[config.mk]
export PLATFORM = sky130hd
export DESIGN_NAME = dbram_bank_reader
export DESIGN_NICKNAME = d
export VERILOG_FILES = /design/src/rtl/dbram_bank_reader.sv
export SDC_FILE = /design/constraint.sdc
export NUM_CORES = 1
export LEC_CHECK = 0
export ABC_AREA = 0
export BUFFER_PORTS_ARGS = -buffer_cell sky130_fd_sc_hd__clkbuf_2
export CAP_MARGIN = 10
export CORE_MARGIN = 3
export CORE_UTILIZATION = 59
export CTS_CLUSTER_SIZE = 24
export DETAILED_ROUTE_END_ITERATION = 8
export PLACE_DENSITY = 0.8
export SKIP_LAST_GASP = 1
export SYNTH_ARGS = -nofsm -noshare
export SYNTH_HDL_FRONTEND = slang
export SYNTH_SLANG_ARGS = --single-unit
export TNS_END_PERCENT = 10
[constraint.sdc]
create_clock -name clk -period 4.45 [get_ports clk]
set_input_delay 0.2225 -clock clk [delete_from_list [all_inputs] [get_ports clk]]
set_output_delay 0.2225 -clock clk [all_outputs]
set_load 0.005 [all_outputs]
[src/rtl/dbram_bank_reader.sv]
// rtl/dbram_bank_reader.sv - consumer side of a ping-pong 4096x60 dual-port RAM pair
//
// Streams each filled bank out in order (0,1,0,1...) and hands the bank back
// to the writer once its last word has been accepted downstream.
//
// Optional feature: define DBR_STALL_CNT_EN to add the stall_cnt output.
//
// Ports:
//   clk, reset                  clock, synchronous active-high reset
//   fill_valid/bank/len         writer announces a completed bank and its length
//   rd_en/rd_bank/rd_addr       read strobe, bank select and word address to the RAM
//   rd_data                     read data, valid RD_LATENCY cycles after rd_en
//   out_valid/ready/data/last   output word stream, out_last on a bank's final word
//   release_valid/bank          one-cycle pulse returning a drained bank
//   overflow_err                sticky: fill on a full bank or fill_len > NUM_WORDS
//   stall_cnt                   (DBR_STALL_CNT_EN only) saturating back-pressure cycle count

module dbram_bank_reader #(
    parameter int AWIDTH     = 12,
    parameter int NUM_WORDS  = 4096,
    parameter int DWIDTH     = 60,
    parameter int RD_LATENCY = 1
) (
    input  logic              clk,
    input  logic              reset,
    input  logic              fill_valid,
    input  logic              fill_bank,
    input  logic [AWIDTH:0]   fill_len,
    output logic              rd_en,
    output logic              rd_bank,
    output logic [AWIDTH-1:0] rd_addr,
    input  logic [DWIDTH-1:0] rd_data,
    output logic              out_valid,
    input  logic              out_ready,
    output logic [DWIDTH-1:0] out_data,
    output logic              out_last,
    output logic              release_valid,
    output logic              release_bank,
    output logic              overflow_err
`ifdef DBR_STALL_CNT_EN
    ,
    output logic [15:0]       stall_cnt
`endif
);

    localparam int DEPTH = RD_LATENCY + 2;
    localparam int PW    = $clog2(DEPTH);
    localparam int CW    = $clog2(DEPTH + 1);
    localparam int LW    = AWIDTH + 1;

    typedef enum logic [1:0] {
        S_IDLE,
        S_READ,
        S_DRAIN,
        S_RELEASE
    } state_t;

    state_t state;
    logic   next_bank;

    // Per-bank bookkeeping
    logic [1:0]    bank_full;
    logic [LW-1:0] bank_len [2];

    // Read-return pipeline: valid and last-word marker per outstanding read
    logic [RD_LATENCY-1:0] pipe_vld;
    logic [RD_LATENCY-1:0] pipe_last;

    // Output FIFO
    logic [DWIDTH-1:0] fifo_data [DEPTH];
    logic [DEPTH-1:0]  fifo_last;
    logic [PW-1:0]     wr_ptr;
    logic [PW-1:0]     rd_ptr;
    logic [CW-1:0]     count;
    logic [CW-1:0]     count_next;

    logic          fill_over;
    logic [LW-1:0] fill_len_c;
    logic          fill_accept;
    logic          cur_full;
    logic [LW-1:0] cur_len;
    logic          last_addr_hit;
    logic          push;
    logic          pop;
    logic [7:0]    inflight;
    logic          credit_ok;

    function automatic logic [PW-1:0] ptr_inc(input logic [PW-1:0] p);
        return (p == PW'(DEPTH - 1)) ? '0 : p + PW'(1);
    endfunction

    assign fill_over   = fill_len > LW'(NUM_WORDS);
    assign fill_len_c  = fill_over ? LW'(NUM_WORDS) : fill_len;
    assign fill_accept = fill_valid && !bank_full[fill_bank];

    // IDLE looks through an arriving fill for next_bank so the first read
    // issues in the cycle right after the announcement.
    assign cur_full = bank_full[next_bank] || (fill_accept && (fill_bank == next_bank));
    assign cur_len  = bank_full[next_bank] ? bank_len[next_bank] : fill_len_c;

    assign last_addr_hit = ({1'b0, rd_addr} == (bank_len[next_bank] - LW'(1)));

    assign out_valid  = (count != '0);
    assign out_data   = out_valid ? fifo_data[rd_ptr] : '0;
    assign out_last   = out_valid && fifo_last[rd_ptr];
    assign push       = pipe_vld[RD_LATENCY-1];
    assign pop        = out_valid && out_ready;
    assign count_next = count + CW'(push) - CW'(pop);

    // Credit for the read issued next cycle: FIFO occupancy after this edge plus
    // every read still in flight after this edge must leave one free slot.
    always_comb begin
        inflight = 8'(rd_en);
        for (int i = 0; i < RD_LATENCY - 1; i++) begin
            inflight = inflight + 8'(pipe_vld[i]);
        end
        credit_ok = (8'(count_next) + inflight) < 8'(DEPTH);
    end

    // Bank flags, lengths and sticky error
    always_ff @(posedge clk) begin
        if (reset) begin
            bank_full    <= '0;
            bank_len[0]  <= '0;
            bank_len[1]  <= '0;
            overflow_err <= 1'b0;
        end else begin
            if (fill_accept) begin
                bank_full[fill_bank] <= 1'b1;
                bank_len[fill_bank]  <= fill_len_c;
            end
            if (fill_valid && (bank_full[fill_bank] || fill_over)) begin
                overflow_err <= 1'b1;
            end
            // A releasing bank is still full here, so a same-cycle fill is rejected above.
            if (state == S_RELEASE) begin
                bank_full[next_bank] <= 1'b0;
            end
        end
    end

    // Control FSM with registered read and release outputs
    always_ff @(posedge clk) begin
        if (reset) begin
            state         <= S_IDLE;
            next_bank     <= 1'b0;
            rd_en         <= 1'b0;
            rd_bank       <= 1'b0;
            rd_addr       <= '0;
            release_valid <= 1'b0;
            release_bank  <= 1'b0;
        end else begin
            release_valid <= 1'b0;
            case (state)
                S_IDLE: begin
                    if (cur_full) begin
                        if (cur_len == '0) begin
                            state         <= S_RELEASE;
                            release_valid <= 1'b1;
                            release_bank  <= next_bank;
                        end else begin
                            state   <= S_READ;
                            rd_en   <= 1'b1;
                            rd_bank <= next_bank;
                            rd_addr <= '0;
                        end
                    end
                end
                S_READ: begin
                    if (rd_en && last_addr_hit) begin
                        rd_en <= 1'b0;
                        state <= S_DRAIN;
                    end else begin
                        if (rd_en) begin
                            rd_addr <= rd_addr + AWIDTH'(1);
                        end
                        rd_en <= credit_ok;
                    end
                end
                S_DRAIN: begin
                    if (pop && out_last) begin
                        state         <= S_RELEASE;
                        release_valid <= 1'b1;
                        release_bank  <= next_bank;
                    end
                end
                S_RELEASE: begin
                    next_bank <= ~next_bank;
                    state     <= S_IDLE;
                end
                default: state <= S_IDLE;
            endcase
        end
    end

    // Read-return pipeline and output FIFO
    always_ff @(posedge clk) begin
        if (reset) begin
            pipe_vld  <= '0;
            pipe_last <= '0;
            wr_ptr    <= '0;
            rd_ptr    <= '0;
            count     <= '0;
            fifo_last <= '0;
            for (int i = 0; i < DEPTH; i++) begin
                fifo_data[i] <= '0;
            end
        end else begin
            pipe_vld[0]  <= rd_en;
            pipe_last[0] <= rd_en && last_addr_hit;
            for (int i = 1; i < RD_LATENCY; i++) begin
                pipe_vld[i]  <= pipe_vld[i-1];
                pipe_last[i] <= pipe_last[i-1];
            end
            if (push) begin
                fifo_data[wr_ptr] <= rd_data;
                fifo_last[wr_ptr] <= pipe_last[RD_LATENCY-1];
                wr_ptr            <= ptr_inc(wr_ptr);
            end
            if (pop) begin
                rd_ptr <= ptr_inc(rd_ptr);
            end
            count <= count_next;
        end
    end

`ifdef DBR_STALL_CNT_EN
    always_ff @(posedge clk) begin
        if (reset) begin
            stall_cnt <= '0;
        end else if (out_valid && !out_ready && (stall_cnt != 16'hFFFF)) begin
            stall_cnt <= stall_cnt + 16'd1;
        end
    end
`endif

endmodule

==> results of run 1 <==
timing repair:
action                    4_1_cts  5_1_grt
hold buffers                   71        0
gates resized for setup         0        0
hold endpoints to repair      200        0
cell families after synthesis:
family | count (synthesis)
mux | 78
simple gates | 392
compound gates | 59
fa+ha+maj | 10
xor+xnor | 28
buf+inv | 70
flops | 302
Yosys cell counts, drive strengths merged, types with 2 or more instances:
| master | instances |
|---|---|
| edfxtp | 266 |
| and2 | 261 |
| mux4 | 60 |
| nor2 | 44 |
| clkbuf | 41 |
| dfxtp | 36 |
| xnor2 | 23 |
| o21ai | 18 |
| a21oi | 17 |
| inv | 17 |
| mux2i | 17 |
| nand2 | 17 |
| nor3 | 17 |
| buf | 12 |
| ha | 10 |
| nor4 | 9 |
| a211oi | 8 |
| nand3 | 7 |
| nor2b | 7 |
| or3 | 6 |
| nand2b | 5 |
| nor3b | 5 |
| xor2 | 5 |
| nor4b | 4 |
| or4 | 3 |
| a21o | 2 |
| a22oi | 2 |
| a31oi | 2 |
| and3 | 2 |
| nand4 | 2 |
| o21bai | 2 |
| or2 | 2 |
where the power goes:
part           internal, uW  switching [uW]
clock                  1310             968
sequential             3280             139
combinational           670             712
total                  5270            1820
worst max-delay path by stage:
stage / start / to / slack [ns] / depth (start not counted)
finish: flip-flop / rd_addr[8]$_SDFFE_PP0P_ / 0.93 / 11
global route: flip-flop / state[1]$_SDFFE_PP0P_ / 0.62 / 11
CTS: flip-flop / rd_addr[8]$_SDFFE_PP0P_ / 0.94 / 11
detailed placement: flip-flop / rd_addr[8]$_SDFFE_PP0P_ / 0.95 / 11
global placement: flip-flop / rd_addr[5]$_SDFFE_PP0P_ / 1.13 / 10
floorplan: pipe_vld$_SDFF_PP0_ / fifo_data[2][0]$_SDFFCE_PN0P_ / 0.69 / 2
per-layer routing:
layer / vias up / global-route usage, % / wire [microns]
li1: 3878 / - / -
met3: 48 / 3.03 / 1310
met4: 0 / 6.06 / 687
met2: 239 / 39.3 / 14400
met1: 3983 / 29.8 / 11500
met5: - / 0 / 0
flip-flops by register name (all words and copies together) (netlist names), 3 cells and up, named ones only:
| register | count |
|---|---|
| bank_len | 26 |
| rd_addr | 12 |
| fifo_data | 240 |
| fifo_last | 3 |
layout make-up:
type	instances	area, sq um	area share (%)
Clock buffer	39	806	4.94
Clock inverter	11	70.1	0.430
Inverter	17	63.8	0.391
Multi-Input combinational cell	567	4700	28.8
Sequential cell	302	8710	53.4
Tap cell	285	357	2.19
Timing Repair Buffer	241	1600	9.79
through the flow:
step	total power [uW]	utilization (%)	setup slack [ns]
final	7090	71.8	0.931
after global routing	7410	71.8	0.623
after CTS	7150	71.8	0.937
after detailed placement	4820	64.8	0.951
after global placement	4790	64.8	1.13
after floorplan	4340	-	0.692
worst min-delay path, stage by stage:
cell and delay (ns):
clkbuf_2 0.09, nand2_1 0.06, nor2_1 0.08
==> impl_metrics.py, run 1 <==
metrics = {
    "critical_path": {
        "crit_buf_inv": 0,
        "cp_slowest_stage_delay_ns": 0.77,
        "crit_top_cell": "xnor2_1",
        "crit_path_end_kind": "flip-flop",
        "rr_endpoint": "rd_addr[8]$_SDFFE_PP0P_",
        "cp.arrival_ns": 3.97,
        "rr_worst_depth": 11,
        "critPathSlowestCell": "dfxtp_1",
        "worstSetupPathType": "reg -> reg",
        "path_max_fanout": 18,
        "r2r_setup_slack_ns": 0.93,
        "cpLargestDelayFamily": "compound AO/OA/AOI/OAI gates",
        "worstPathCellList": "mux2i_1, ha_1, xnor2_1, xnor2_1, nand3_1, nor3_1, nand4_1, o41ai_4, a21o_1, o21ai_0, a21oi_1",
        "required_ns": 4.90,
        "start_kind": "flip-flop",
    },
    "synthesis": {
        "syn-instance-count": 939,
        "synth_xor_area_share_pct": 1.85,
        "synth_compound_area_share_pct": 3.03,
        "synth-adder-area-share_pct": 0.915,
        "synth.lib_cells_used.distinct": 55,
        "yosys.area_share.simple_pct": 17.0,
        "synth_edf_count": 266,
        "synth-seq-cells": 302,
        "syn_avg_cell_area_sq_um": 14.6,
        "synth_area_leaders": "edfxtp_1 (58%), and2_1 (12%), mux4_2 (9.9%)",
        "synthFlopType": "edfxtp_1",
        "synth_fp_nets": 1027,
        "synth.top_cell.area_share_pct": 58.4,
        "netlist_area_sq_mm": 0.0137,
        "yosysWarnings": 0,
        "yosysTopAreaCell": "edfxtp_1",
        "muxShareOfSynthArea_pct": 11.2,
        "synthArstFlopShare_pct": 0,
        "ys_seq_area_share_pct": 63.7,
        "synth_top_family_by_area": "simple AND/OR/NAND/NOR gates",
    },
    "die": {
        "start_util_pct": 60.2,
        "fp-row-count": 55,
        "die_area_sq_mm": 0.0250,
        "core_sq_mm": 0.0227,
        "die_w_microns": 158,
        "ios": 157,
        "die_h_microns": 158,
    },
    "layout": {
        "fill_cells": 1477,
        "final_area_sq_mm": 0.0163,
        "final_cells": 1462,
        "nets": 1248,
        "drive_gt1_share_pct": 24.4,
        "most-common-layout-cells": "edfxtp_1 (266), and2_1 (261), clkbuf_2 (156), dlygate4sd3_1 (71), mux4_2 (60)",
        "area_growth_syn_to_layout_pct": 19.3,
        "antenna_cells": 0,
        "final_common_cell": "edfxtp_1",
    },
    "routing": {
        "drc": 0,
        "wl_per_cell_microns": 19.1,
        "avgViaCountPerCell": 5.57,
        "postRouteAntennaNets": 0,
        "drtIter0Drc": 481,
        "num_vias": 8148,
        "firstDrtPassIters": 5,
        "finalWirelength_microns": 27900,
    },
    "global_route": {
        "overflow": 0,
        "grt_pass1_wl_microns": 43900,
        "first_global_vias": 8430,
        "grt.total_usage_pct": 22.4,
        "grt_max_degree": 63,
        "antenna_found_initial": 0,
    },
    "timing": {
        "fmax_mhz": 284,
        "rsz0062_at_grt": "false",
        "final-setup-viol-count": 0,
        "whs_ns": 0.0408,
        "finalHoldViolCount": 0,
        "maxSlewHeadroom_pct": 32.3,
        "fin_crit_ns": 3.52,
        "final.setup_skew_ns": 0.00839,
        "fin_crit_sh_pct": 79.1,
        "drv_slew": 0,
        "fin_setup_tns_ns": 0,
        "worst_pin_slew_ns": 1.01,
    },
    "worst_hold_path": {
        "hold_class": "in -> reg",
        "min_path_cells": 3,
        "hold_path_end": "bank_len[0][9]$_SDFFCE_PN0P_",
        "worstHoldStart": "fill_len[9]",
    },
    "place": {
        "gp_congestion": 0.829,
        "dp.cells": 1341,
        "hpwl_microns": 16500,
        "portBuffers": 156,
        "placed_cell_area_sq_mm": 0.0147,
    },
    "clocking": {
        "cts.clk_slew.worst_paths_ns": 0.06,
        "root_buffer": "clkbuf_16",
        "clkLatencyLatePin_ns": 0.54,
        "cts_tree": "done",
        "htreeDepth": 1,
        "cts_setup_buffers": 0,
        "ctsLongestPathBuffers": 3,
        "clock_sinks": 302,
        "cts_buffers": 31,
    },
    "power_and_ir_drop": {
        "peakVddDrop_v": 0.000308,
        "p_per_area_mw_per_mm2": 434,
        "leakagePower_uw": 0.00609,
    },
    "flow_run": {
        "maxCapViolCount": 0,
    },
    "run_status": {
        "status": "complete, no violations",
    },
}
(Power assumes the default switching activity.)
==> run 2, diff against run 1 <==
clock period = 3.59 ns   (was 4.45 ns; I/O delays follow)
==> impl_metrics.py, run 2 (same netlist as run 1, synthesis figures left out) <==
metrics = {
    "run_status": {
        "status": "complete, no violations",
    },
    "timing": {
        "drv_slew": 0,
        "worst_pin_slew_ns": 1.01,
        "setup_ws_ns": 0.383,
        "fin_setup_tns_ns": 0,
        "fin_crit_ns": 3.21,
        "maxSlewHeadroom_pct": 32.8,
        "rsz0062_at_grt": "false",
        "final-setup-viol-count": 0,
        "fmax_mhz": 312,
        "final.setup_skew_ns": 0.0156,
        "finalHoldViolCount": 0,
        "fin_crit_sh_pct": 89.3,
    },
    "clocking": {
        "htreeDepth": 1,
        "root_buffer": "clkbuf_16",
        "ctsLongestPathBuffers": 3,
        "cts_hold_buf": 74,
        "cts_resized": 0,
        "cts_setup_buffers": 0,
        "clock_sinks": 302,
        "cts.clk_slew.worst_paths_ns": 0.07,
        "cts_tree": "done",
        "cts_buffers": 30,
        "clkLatencyLatePin_ns": 0.55,
    },
    "power_and_ir_drop": {
        "netSwitchingFraction_pct": 26.2,
        "p_total_uw": 8970,
        "leakagePower_uw": 0.00616,
        "p_per_area_mw_per_mm2": 545,
        "pwr-share-clk_pct": 33.5,
        "peakVddDrop_v": 0.000442,
        "p_sw_uw": 2350,
        "p_int_uw": 6620,
        "pwr-share-comb_pct": 19.5,
        "p_seq_share_pct": 47.1,
    },
    "routing": {
        "postRouteAntennaNets": 0,
        "drc": 0,
        "num_vias": 8250,
        "wl_per_cell_microns": 19.0,
        "firstDrtPassIters": 5,
        "drtIter0Drc": 504,
        "finalWirelength_microns": 27900,
        "avgViaCountPerCell": 5.60,
    },
    "critical_path": {
        "worstSetupPathType": "reg -> reg",
        "endpoint": "rd_addr[7]$_SDFFE_PP0P_",
        "crit_path_end_kind": "flip-flop",
        "crit_cells": 10,
        "worstPathCellList": "buf_4, nor3b_1, o221ai_1, nor4_1, a31oi_1, and3_1, mux2i_1, a21o_1, or4_1, a21oi_1",
        "cpLargestDelayFamily": "simple AND/OR/NAND/NOR gates",
        "crit_buf_inv": 1,
        "cp.arrival_ns": 3.63,
        "required_ns": 4.01,
        "r2r_setup_slack_ns": 0.38,
        "rr_worst_depth": 10,
        "path_max_fanout": 8,
        "rr_endpoint": "rd_addr[7]$_SDFFE_PP0P_",
        "cp_slowest_stage_delay_ns": 0.60,
        "start_kind": "flip-flop",
        "critPathSlowestCell": "mux2i_1",
    },
    "place": {
        "dp_slack_ns": 0.448,
        "gp_congestion": 0.809,
        "portBuffers": 156,
        "placed_cell_area_sq_mm": 0.0148,
        "hpwl_microns": 16300,
    },
    "layout": {
        "drive_gt1_share_pct": 25.3,
        "nets": 1252,
        "largest_register": "fifo_data",
        "fill_cells": 1460,
        "final_common_cell": "edfxtp_1",
        "area_growth_syn_to_layout_pct": 20.5,
        "seq_area_sq_mm": 0.00871,
        "final_area_sq_mm": 0.0165,
        "multi_input_comb_area_sq_mm": 0.00470,
        "reg_top3": "fifo_data x240, bank_len x26, rd_addr x12",
        "most-common-layout-cells": "edfxtp_1 (266), and2_1 (261), clkbuf_2 (156), dlygate4sd3_1 (74), mux4_2 (60)",
        "largest_reg_flops": 240,
    },
    "die": {
        "start_util_pct": 60.2,
        "fp-row-count": 55,
        "die_h_microns": 158,
        "core_sq_mm": 0.0227,
        "die_area_sq_mm": 0.0250,
        "ios": 157,
        "die_w_microns": 158,
    },
    "global_route": {
        "antenna_found_initial": 0,
        "first_global_vias": 8710,
        "grt_max_degree": 63,
        "grt.total_usage_pct": 22.6,
        "overflow": 0,
        "grt_pass1_wl_microns": 44600,
    },
    "worst_hold_path": {
        "hold_class": "in -> reg",
    },
    "flow_run": {
        "maxCapViolCount": 0,
    },
}
[run 2: worst min-delay path, delay by kind of cell]
family / cells / cell delay, ns
AND/OR/NAND/NOR: 1 / 0.11
buffers and inverters: 2 / 0.16
[run 2: final cells by class]
type	count	share of cell area (%)
antenna	1	0.0152
clock buffer	33	4.76
clock inverter	23	1.01
inverter	17	0.387
multi-input combinational	567	28.6
sequential	302	52.9
tap	285	2.17
timing repair buffer	246	10.2
[run 2: power by group through the flow]
stage	registers (uW)	clock network (uW)	logic (uW)
6_report	4220	3000	1750
5_1_grt	4260	3180	1930
4_1_cts	4230	3050	1750
3_5_place_dp	4300	0	1680
3_3_place_gp	4290	0	1660
2_1_floorplan	4210	0	1170
[run 2: worst min-delay path by stage]
stage | startpoint | end | cells after the start
after floorplan | rd_data[0] | fifo_data[3][0]$_DFFE_PP_ | 0
after global placement | rd_data[16] | fifo_data[3][16]$_DFFE_PP_ | 1
after detailed placement | rd_data[12] | fifo_data[3][12]$_DFFE_PP_ | 1
after CTS | fill_len[12] | bank_len[0][12]$_SDFFCE_PN0P_ | 3
after global routing | fill_bank | bank_full[1]$_SDFF_PP0_ | 3
final | fill_len[12] | bank_len[0][12]$_SDFFCE_PN0P_ | 3
[run 2: layer usage]
layer / share of wire, % / global-route usage, % / vias to the layer above
met5: 0 / 0 / -
met4: 2.2 / 6.43 / 0
met3: 5.5 / 3.09 / 44
met2: 51 / 39.2 / 262
met1: 41 / 30.2 / 4050
li1: - / - / 3894
[run 2: metrics by stage]
| stage | hold slack (ns) | util (%) | cells |
|---|---|---|---|
| finish | 0.0314 | 72.5 | 1474 |
| global route | 0.0328 | 72.5 | 1473 |
| CTS | 0.0102 | 72.5 | 1473 |
| detailed placement | 0.391 | 65.1 | 1343 |
| global placement | 0.389 | 65.1 | 1343 |
| floorplan | 0.278 | - | 939 |
